## src/rtl/dfswt_iq_frame_if.sv

```systemverilog
// Sample-in / frame-result-out bundle for the IQ square-wave integrator.
interface dfswt_iq_frame_if #(
  parameter int DATA_W = 16,
  parameter int ACC_W  = 32
);
  logic                     in_valid;
  logic signed [DATA_W-1:0] datain;
  logic                     out_valid;
  logic                     out_ready;
  logic signed [ACC_W-1:0]  result_i;
  logic signed [ACC_W-1:0]  result_q;
  logic                     overrun;

  modport master (output in_valid, datain, out_ready,
                  input  out_valid, result_i, result_q, overrun);
  modport slave  (input  in_valid, datain, out_ready,
                  output out_valid, result_i, result_q, overrun);
endinterface

```

## src/rtl/dfswt_iq_frame.sv

```systemverilog
// Frame integrator correlating samples against cosine/sine square waves.
// One lane per quadrature component; the top owns frame count and result handshake.
module dfswt_iq_lane #(
  parameter int                 ACC_W   = 32,
  parameter int                 COUNT_W = 3,
  parameter int                 STEP    = 1,
  parameter logic [COUNT_W-1:0] PH0     = '0
) (
  input  logic             clock,
  input  logic             reset,
  input  logic             restart,
  input  logic             adv,
  input  logic             last,
  input  logic [ACC_W-1:0] dext,
  output logic [ACC_W-1:0] sum_nxt
);
  logic [ACC_W-1:0]   acc;
  logic [COUNT_W-1:0] ph;

  // sign comes from the phase before this edge's increment
  assign sum_nxt = ph[COUNT_W-1] ? acc - dext : acc + dext;

  always_ff @(posedge clock or posedge reset) begin
    if (reset) begin
      acc <= '0;
      ph  <= PH0;
    end else if (restart || (adv && last)) begin
      acc <= '0;
      ph  <= PH0;
    end else if (adv) begin
      acc <= sum_nxt;
      ph  <= ph + COUNT_W'(STEP);
    end
  end
endmodule

module dfswt_iq_frame #(
  parameter int DATA_W    = 16,
  parameter int ACC_W     = 32,
  parameter int POINTS    = 8,
  parameter int COUNT_W   = 3,
  parameter int STEP      = 1,
  parameter int FRAME_LEN = 8
) (
  input logic              clock,
  input logic              reset,
  input logic              restart,
  dfswt_iq_frame_if.slave  s
);
  localparam int NUM_LANES = 2;
  localparam int CNT_W     = $clog2(FRAME_LEN);

  logic [CNT_W-1:0]                 cnt;
  logic [ACC_W-1:0]                 dext;
  logic [NUM_LANES-1:0][ACC_W-1:0]  lane_sum;
  logic                             adv, last, load, drop;

  assign dext = {{(ACC_W-DATA_W){s.datain[DATA_W-1]}}, s.datain};
  assign adv  = s.in_valid & ~restart;
  assign last = adv && (cnt == CNT_W'(FRAME_LEN-1));
  assign load = last && (!s.out_valid || s.out_ready);
  assign drop = last && s.out_valid && !s.out_ready;

  // lane 0 is in-phase (cosine, starts a quarter period in), lane 1 quadrature
  for (genvar l = 0; l < NUM_LANES; l++) begin : g_lane
    dfswt_iq_lane #(
      .ACC_W  (ACC_W),
      .COUNT_W(COUNT_W),
      .STEP   (STEP),
      .PH0    (COUNT_W'(l == 0 ? POINTS/4 : 0))
    ) u_lane (
      .clock  (clock),
      .reset  (reset),
      .restart(restart),
      .adv    (adv),
      .last   (last),
      .dext   (dext),
      .sum_nxt(lane_sum[l])
    );
  end

  always_ff @(posedge clock or posedge reset) begin
    if (reset)                   cnt <= '0;
    else if (restart || last)    cnt <= '0;
    else if (adv)                cnt <= cnt + 1'b1;
  end

  always_ff @(posedge clock or posedge reset) begin
    if (reset) begin
      s.out_valid <= 1'b0;
      s.result_i  <= '0;
      s.result_q  <= '0;
    end else if (load) begin
      s.out_valid <= 1'b1;
      s.result_i  <= lane_sum[0];
      s.result_q  <= lane_sum[1];
    end else if (s.out_ready) begin
      s.out_valid <= 1'b0;
    end
  end

  always_ff @(posedge clock or posedge reset) begin
    if (reset)        s.overrun <= 1'b0;
    else if (restart) s.overrun <= 1'b0;
    else if (drop)    s.overrun <= 1'b1;
  end
endmodule

```

## src/flat_wrapper.sv

```systemverilog
// flat-port wrapper written by rule: the top's interface ports become plain ports
module dfswt_iq_frame_flat 
#(
  parameter int DATA_W    = 16,
  parameter int ACC_W     = 32,
  parameter int POINTS    = 8,
  parameter int COUNT_W   = 3,
  parameter int STEP      = 1,
  parameter int FRAME_LEN = 8
)
  (clock, reset, restart, s_in_valid, s_datain, s_out_ready, s_out_valid, s_result_i, s_result_q, s_overrun);
  dfswt_iq_frame_if #(.DATA_W(DATA_W), .ACC_W(ACC_W)) s_i ();
  input logic clock;
  input logic reset;
  input logic restart;
  input wire logic [$bits(s_i.in_valid)-1:0] s_in_valid;
  input wire logic [$bits(s_i.datain)-1:0] s_datain;
  input wire logic [$bits(s_i.out_ready)-1:0] s_out_ready;
  output wire logic [$bits(s_i.out_valid)-1:0] s_out_valid;
  output wire logic [$bits(s_i.result_i)-1:0] s_result_i;
  output wire logic [$bits(s_i.result_q)-1:0] s_result_q;
  output wire logic [$bits(s_i.overrun)-1:0] s_overrun;
  assign s_i.in_valid = s_in_valid;
  assign s_i.datain = s_datain;
  assign s_i.out_ready = s_out_ready;
  assign s_out_valid = s_i.out_valid;
  assign s_result_i = s_i.result_i;
  assign s_result_q = s_i.result_q;
  assign s_overrun = s_i.overrun;
  dfswt_iq_frame #(.DATA_W(DATA_W), .ACC_W(ACC_W), .POINTS(POINTS), .COUNT_W(COUNT_W), .STEP(STEP), .FRAME_LEN(FRAME_LEN)) u_core (.clock(clock), .reset(reset), .restart(restart), .s(s_i));
endmodule
```

## config.mk

```make
export PLATFORM = sky130hd
export DESIGN_NAME = dfswt_iq_frame_flat
export DESIGN_NICKNAME = d
export VERILOG_FILES = /design/src/rtl/dfswt_iq_frame_if.sv /design/src/rtl/dfswt_iq_frame.sv /design/src/flat_wrapper.sv
export SDC_FILE = /design/constraint.sdc
export NUM_CORES = 1
export LEC_CHECK = 0
export ABC_AREA = 1
export BUFFER_PORTS_ARGS = -buffer_cell sky130_fd_sc_hd__buf_4
export CORE_MARGIN = 1
export CORE_UTILIZATION = 42
export CTS_CLUSTER_DIAMETER = 200
export DETAILED_ROUTE_END_ITERATION = 8
export PLACE_DENSITY = 0.59
export SETUP_SLACK_MARGIN = 0.1
export SYNTH_ARGS = -nofsm -noshare
export SYNTH_HDL_FRONTEND = slang
export SYNTH_SLANG_ARGS = --single-unit
export TNS_END_PERCENT = 30
```

## constraint.sdc

```tcl
create_clock -name clock -period 3.83 [get_ports clock]
set_input_delay 0 -clock clock [delete_from_list [all_inputs] [get_ports clock]]
set_output_delay 0 -clock clock [all_outputs]
set_load 0.03 [all_outputs]
```

Yosys cells after proc, flatten, opt, wreduce, memory -nomap -nowiden:

Cells that the tools add are included.

* add/sub/neg operators: 7
* bitwise logic cells: 2
* reduce and logical (&&, ||, !) cells: 14
* muxes and demuxes: 16
* equality and inequality tests: 1

Operator list (count)
* $mux 32: 6
* $add 32x32->32: 2
* $sub 32x32->32: 2
* $mux 3: 6
* $add 3x1->3 const B: 3
* $reduce_bool 2->1: 4
* $logic_and 1x1->1: 5
* $mux 1: 4
* $eq 3x3->1 const B: 1
* $logic_or 1x1->1: 3
* $logic_not 1->1: 2
* $and 1x1->1: 1
* $not 1->1: 1

* input port bits: 21
* output and inout port bits: 66
* logic and storage cells: 49
* register bits: 139

Logic depth before layout (Yosys ltp):

* depth in word-level cells: 7
* gate-level depth with buffers: 22
* mapped depth without buffers: 22

By module:

Synthesis repeated with hierarchy kept, for this count alone.

* cell total of the unflattened synthesis: 1946
* area total of the unflattened synthesis: 12340.6 um^2

Modules (own cells, without submodules)
* dfswt_iq_lane at u_core.g_lane[1].u_lane: instances 1, area each 4762.1 um^2, seq. area each 875.8 um^2, cells each 820
* dfswt_iq_lane at u_core.g_lane[0].u_lane: instances 1, area each 4700.8 um^2, seq. area each 877.1 um^2, cells each 812
* dfswt_iq_frame: instances 1, area each 2877.8 um^2, seq. area each 1726.7 um^2, cells each 314

Least setup slack after synthesis:

Ideal clock, no wire load.

* kind: input to register
* start: input port s_datain[1]
* end: register u_core.g_lane[0].u_lane.acc[24]
* path buffers: 0
* library setup time: 118 ps
* stages on the path: 17
* arrival: 2157 ps
* path slack: 1555 ps
* cells stage by stage: nor3_4 nand3_2 nor2_4 nand4_4 ha_1 inv_1 o21ai_0 ha_1 nand2_1 nor2_1 inv_1 o21bai_1 nand2_1 nand3_1 nand2_1 nand3_1 nand2_1

* longest elaborated chain between the ends: 4
* elaborated cells between the ends (all ways): 5

RTL lines
* start: declaration: RTL line flat_wrapper.sv:17 `input wire logic [$bits(s_i.datain)-1:0] s_datain;`
* $add 32x32->32 or $sub 32x32->32 (tied branches): RTL line dfswt_iq_frame.sv:21 `assign sum_nxt = ph[COUNT_W-1] ? acc - dext : acc + dext;`
* $mux 32 (*): RTL line dfswt_iq_frame.sv:21
* $mux 32 (*): RTL line dfswt_iq_frame.sv:30 `end else if (adv) begin`
* $mux 32 (*): RTL line dfswt_iq_frame.sv:27 `end else if (restart || (adv && last)) begin`
* end signal: assignment: RTL line dfswt_iq_frame.sv:31 `acc <= sum_nxt;`
* end: declaration: RTL line dfswt_iq_frame.sv:17 `logic [ACC_W-1:0] acc;`

Every way passes the cells marked *; elsewhere a longest branch is shown, timed or not. The select of a mux whose other input is x is not followed.
A chain may end at the register's enable or synchronous reset.

Worst setup path after layout:

* start: input port s_datain[0]
* end: register u_core.s.result_q[30]

* longest elaborated chain between the ends: 2
* elaborated cells between the ends (all ways): 3

RTL lines
* $add 32x32->32 or $sub 32x32->32 (tied branches): RTL line dfswt_iq_frame.sv:21
* $mux 32 (*): RTL line dfswt_iq_frame.sv:21
* end signal: assignment: RTL line dfswt_iq_frame.sv:96 `s.result_q <= lane_sum[1];`
* end: declaration: RTL line dfswt_iq_frame_if.sv:17 `output out_valid, result_i, result_q, overrun);`

Every way passes the cells marked *; elsewhere a longest branch is shown, timed or not.

==> impl_metrics.py <==
metrics = {
    "critical_path": {
        "crit_chain": "dlygate4sd3_1 > buf_4 > nor3_4 > nand3_2 > nor2_4 > nand4_4 > ha_1 > inv_1 > o21ai_0 > ha_1 > nand2_1 > nor2_1 > nand2_1 > nor2_1 > nand2_1 > nand2_1 > nand2_1 > nand3_1 > nand2_1",
        "cpMostUsedCell": "nand2_1",
        "slowest_delay_ps": 540,
        "critical_path_class": "input port to flip-flop",
        "cp-end-kind": "flip-flop",
        "crit_arrival_ps": 3420,
        "cp_slowest_cell": "dlygate4sd3_1",
        "critPathBufInv": 3,
        "crit_family": "simple AND/OR/NAND/NOR gates",
        "r2r-start": "u_core.g_lane[0].u_lane.ph[2]",
        "cp_max_fo": 5,
        "r2r_slack_ps": 780,
        "startpoint_type": "input port",
        "reg2reg_to": "u_core.s.result_i[11]",
        "required_ps": 4130,
        "r2r_cells": 13,
    },
    "global_routing": {
        "grt_pass1_vias": 9768,
        "grt_antenna_before_repair": 0,
        "grt_use_total_pct": 25.3,
        "grt-ovfl-total": 0,
        "grt_pass1_wl_um": 51300,
        "top_usage_layer": "met2",
        "use_met2_pct": 39.3,
        "use_met3_pct": 2.96,
        "use_met1_pct": 36.8,
        "grt_start_max_net_pins": 95,
    },
    "yosys": {
        "ys_seq_area_share_pct": 32.4,
        "synth_fp_nets": 1766,
        "ys_ff_latch": 139,
        "synthArstFlopShare_pct": 100,
        "avgSynthCellArea_um2": 6.40,
        "syn_area_um2": 10700,
        "netlist_instances": 1675,
        "yosysUniqueCellTypes": 36,
        "yosysWarningCount": 0,
        "synth-edff-count": 0,
        "synth_top_flop_cell": "dfrtp_1",
    },
    "timing": {
        "setup_viol": 0,
        "rsz0062_at_grt": "false",
        "finClkSkew_ps": 13.8,
        "hold_violations": 0,
        "fin_crit_sh_pct": 81.4,
        "slew_headroom_pct": 29.2,
        "fin_crit_ps": 3120,
        "max_slew.worst_pin.slew_ps": 1060,
        "max_freq_ghz": 0.321,
        "tns_ps": 0,
        "slew_viol_final": 0,
    },
    "die": {
        "start_util_pct": 42.7,
        "ioPinCount": 87,
        "coreArea_um2": 25100,
        "die_h_um": 162,
        "rows": 58,
        "die_w_um": 162,
        "fp.dieArea_um2": 26200,
    },
    "routing": {
        "post-route-drc-count": 0,
        "via_count": 10400,
        "viasPerCell": 4.93,
        "wirelength_um": 32000,
        "wl_per_cell_um": 15.2,
        "drt_iter0_markers": 904,
        "ant_nets": 0,
        "first_pass_iters": 5,
    },
    "clock_network": {
        "numCtsBuffers": 17,
        "cts_buffer_depth": 2,
        "htree_levels": 4,
        "cts.clk_slew.worst_paths_ps": 60,
        "cts_tree": "built",
        "clkLatencyLatePin_ps": 430,
        "root_buffer": "clkbuf_16",
        "cts_resized": 0,
        "cts_sinks": 139,
    },
    "hold_path": {
        "min_path_type": "input port to async pin",
    },
    "finish": {
        "drive_gt1_share_pct": 8.79,
        "fin_nets": 1853,
        "fillCellCount": 2653,
        "final_cells": 2104,
        "seqCellArea_um2": 3480,
        "multi_input_area_um2": 6160,
        "areaGrowthSynthToFinish_pct": 15.4,
        "insertedDiodeCount": 0,
        "post-route-util_pct": 49.3,
    },
    "placement": {
        "dp_cells": 2067,
        "dp_hpwl_um": 24300,
        "port_buffers": 86,
        "gp_congestion": 0.938,
    },
    "pwr": {
        "p_per_area_nw_per_um2": 451,
        "p_leak_nw": 7.28,
        "peakVddDrop_v": 0.000254,
    },
    "outcome": {
        "status": "finished clean",
    },
    "job": {
        "max-cap-violations": 0,
    },
}
## cells in the mapped netlist (9+ instances only)
cell type	instances	area, um2
dfrtp_1	138	3450
nand3b_1	10	75.1
inv_1	247	927
xor2_1	16	140
nor2_1	88	330
nand2_2	9	56.3
a21oi_1	42	210
o21ai_1	15	75.1
nand2_1	717	2690
ha_1	68	851
o21ai_0	84	420
clkbuf_1	20	75.1
xnor2_1	25	219
buf_2	12	60.1
nand3_1	124	621
## cells in the final DEF (no fill, tap or decap), drive strengths merged
cell / count
clkbuf: 24
nand3b: 10
clkinv: 4
o21ai: 99
ha: 68
a22o: 5
clkinvlp: 2
a21oi: 42
o22ai: 2
a31oi: 2
nor4: 1
dfstp: 1
nor2: 95
nor3: 9
nand2: 730
a21o: 2
buf: 97
inv: 250
nand3: 127
o21bai: 6
dfrtp: 138
nand4: 8
xor2: 16
bufinv: 3
xnor2: 25
fa: 2
dlygate4sd3: 6
## routing by layer
layer  part of all wire, %  routed length (um)
met1                    50               16000
met5                     0                   0
met4                   1.5                 483
met2                    43               13900
met3                   5.2                1660
## worst min-delay path, cell delays in order
cell and delay [ps]:
dlygate4sd3_1 540, buf_4 150, inv_6 600
## report_power, final
group | internal (W) | total [W] | leakage [nW] | switching [W]
logic | 0.000703 | 0.00215 | 5.11 | 0.00144
clock network | 0.00106 | 0.00173 | 0.280 | 0.000674
registers | 0.00161 | 0.00171 | 1.89 | 0.0000972
total | 0.00337 | 0.00558 | 7.28 | 0.00221
## registers in the layout, summed over array words and instances, names as in the netlist
register / cells
u_core.g_lane.u_lane.acc: 64
u_core.s.result_i: 32
u_core.s.result_q: 32
u_core.g_lane.u_lane.ph: 6
u_core.cnt: 3
u_core.s.out_valid: 1
u_core.s.overrun: 1
## how the worst max path moves through the flow
stage                                  startpoint                    end  slack [ps]  depth (start not counted)
global placement    u_core.g_lane[1].u_lane.ph[2]  u_core.s.result_q[24]         760                         13
finish                                s_datain[0]  u_core.s.result_q[30]         710                         19
CTS                                   s_datain[0]  u_core.s.result_q[30]         750                         19
detailed placement  u_core.g_lane[0].u_lane.ph[2]  u_core.s.result_i[27]         770                         14
floorplan                                   reset          u_core.cnt[0]         110                          1
global route        u_core.g_lane[0].u_lane.ph[2]  u_core.s.result_i[27]         470                         14
## repair_timing
item                      4_1_cts  5_1_grt
hold endpoints to repair      116        0
setup buffers                   0        0
hold buffers                    6        0
## layout make-up
type	instances	share of cell area, %
clock inverters	7	0.930
repair buffers	103	6.37
inverters	252	7.68
well taps	330	3.34
clock buffers	24	3.81
flip-flops and latches	139	28.1
multi-input cells	1249	49.8
## kinds of logic after synthesis
family / synth area share, %
buf+inv: 10.3
simple gates: 37.7
fa+ha+maj: 8.31
xor+xnor: 3.35
flops: 32.4
compound gates: 7.92
## per-stage QoR
stage | hold slack (ps) | worst slack [ps] | cell area, um2 | total power [W]
CTS | 330 | 751 | 12400 | 0.00560
finish | 318 | 712 | 12400 | 0.00558
global placement | 214 | 762 | 11700 | 0.00385
global route | 421 | 470 | 12400 | 0.00597
floorplan | 66.4 | 107 | 10700 | 0.00328
detailed placement | 220 | 767 | 11700 | 0.00386
Note: power is estimated with default switching activity, not from simulation.
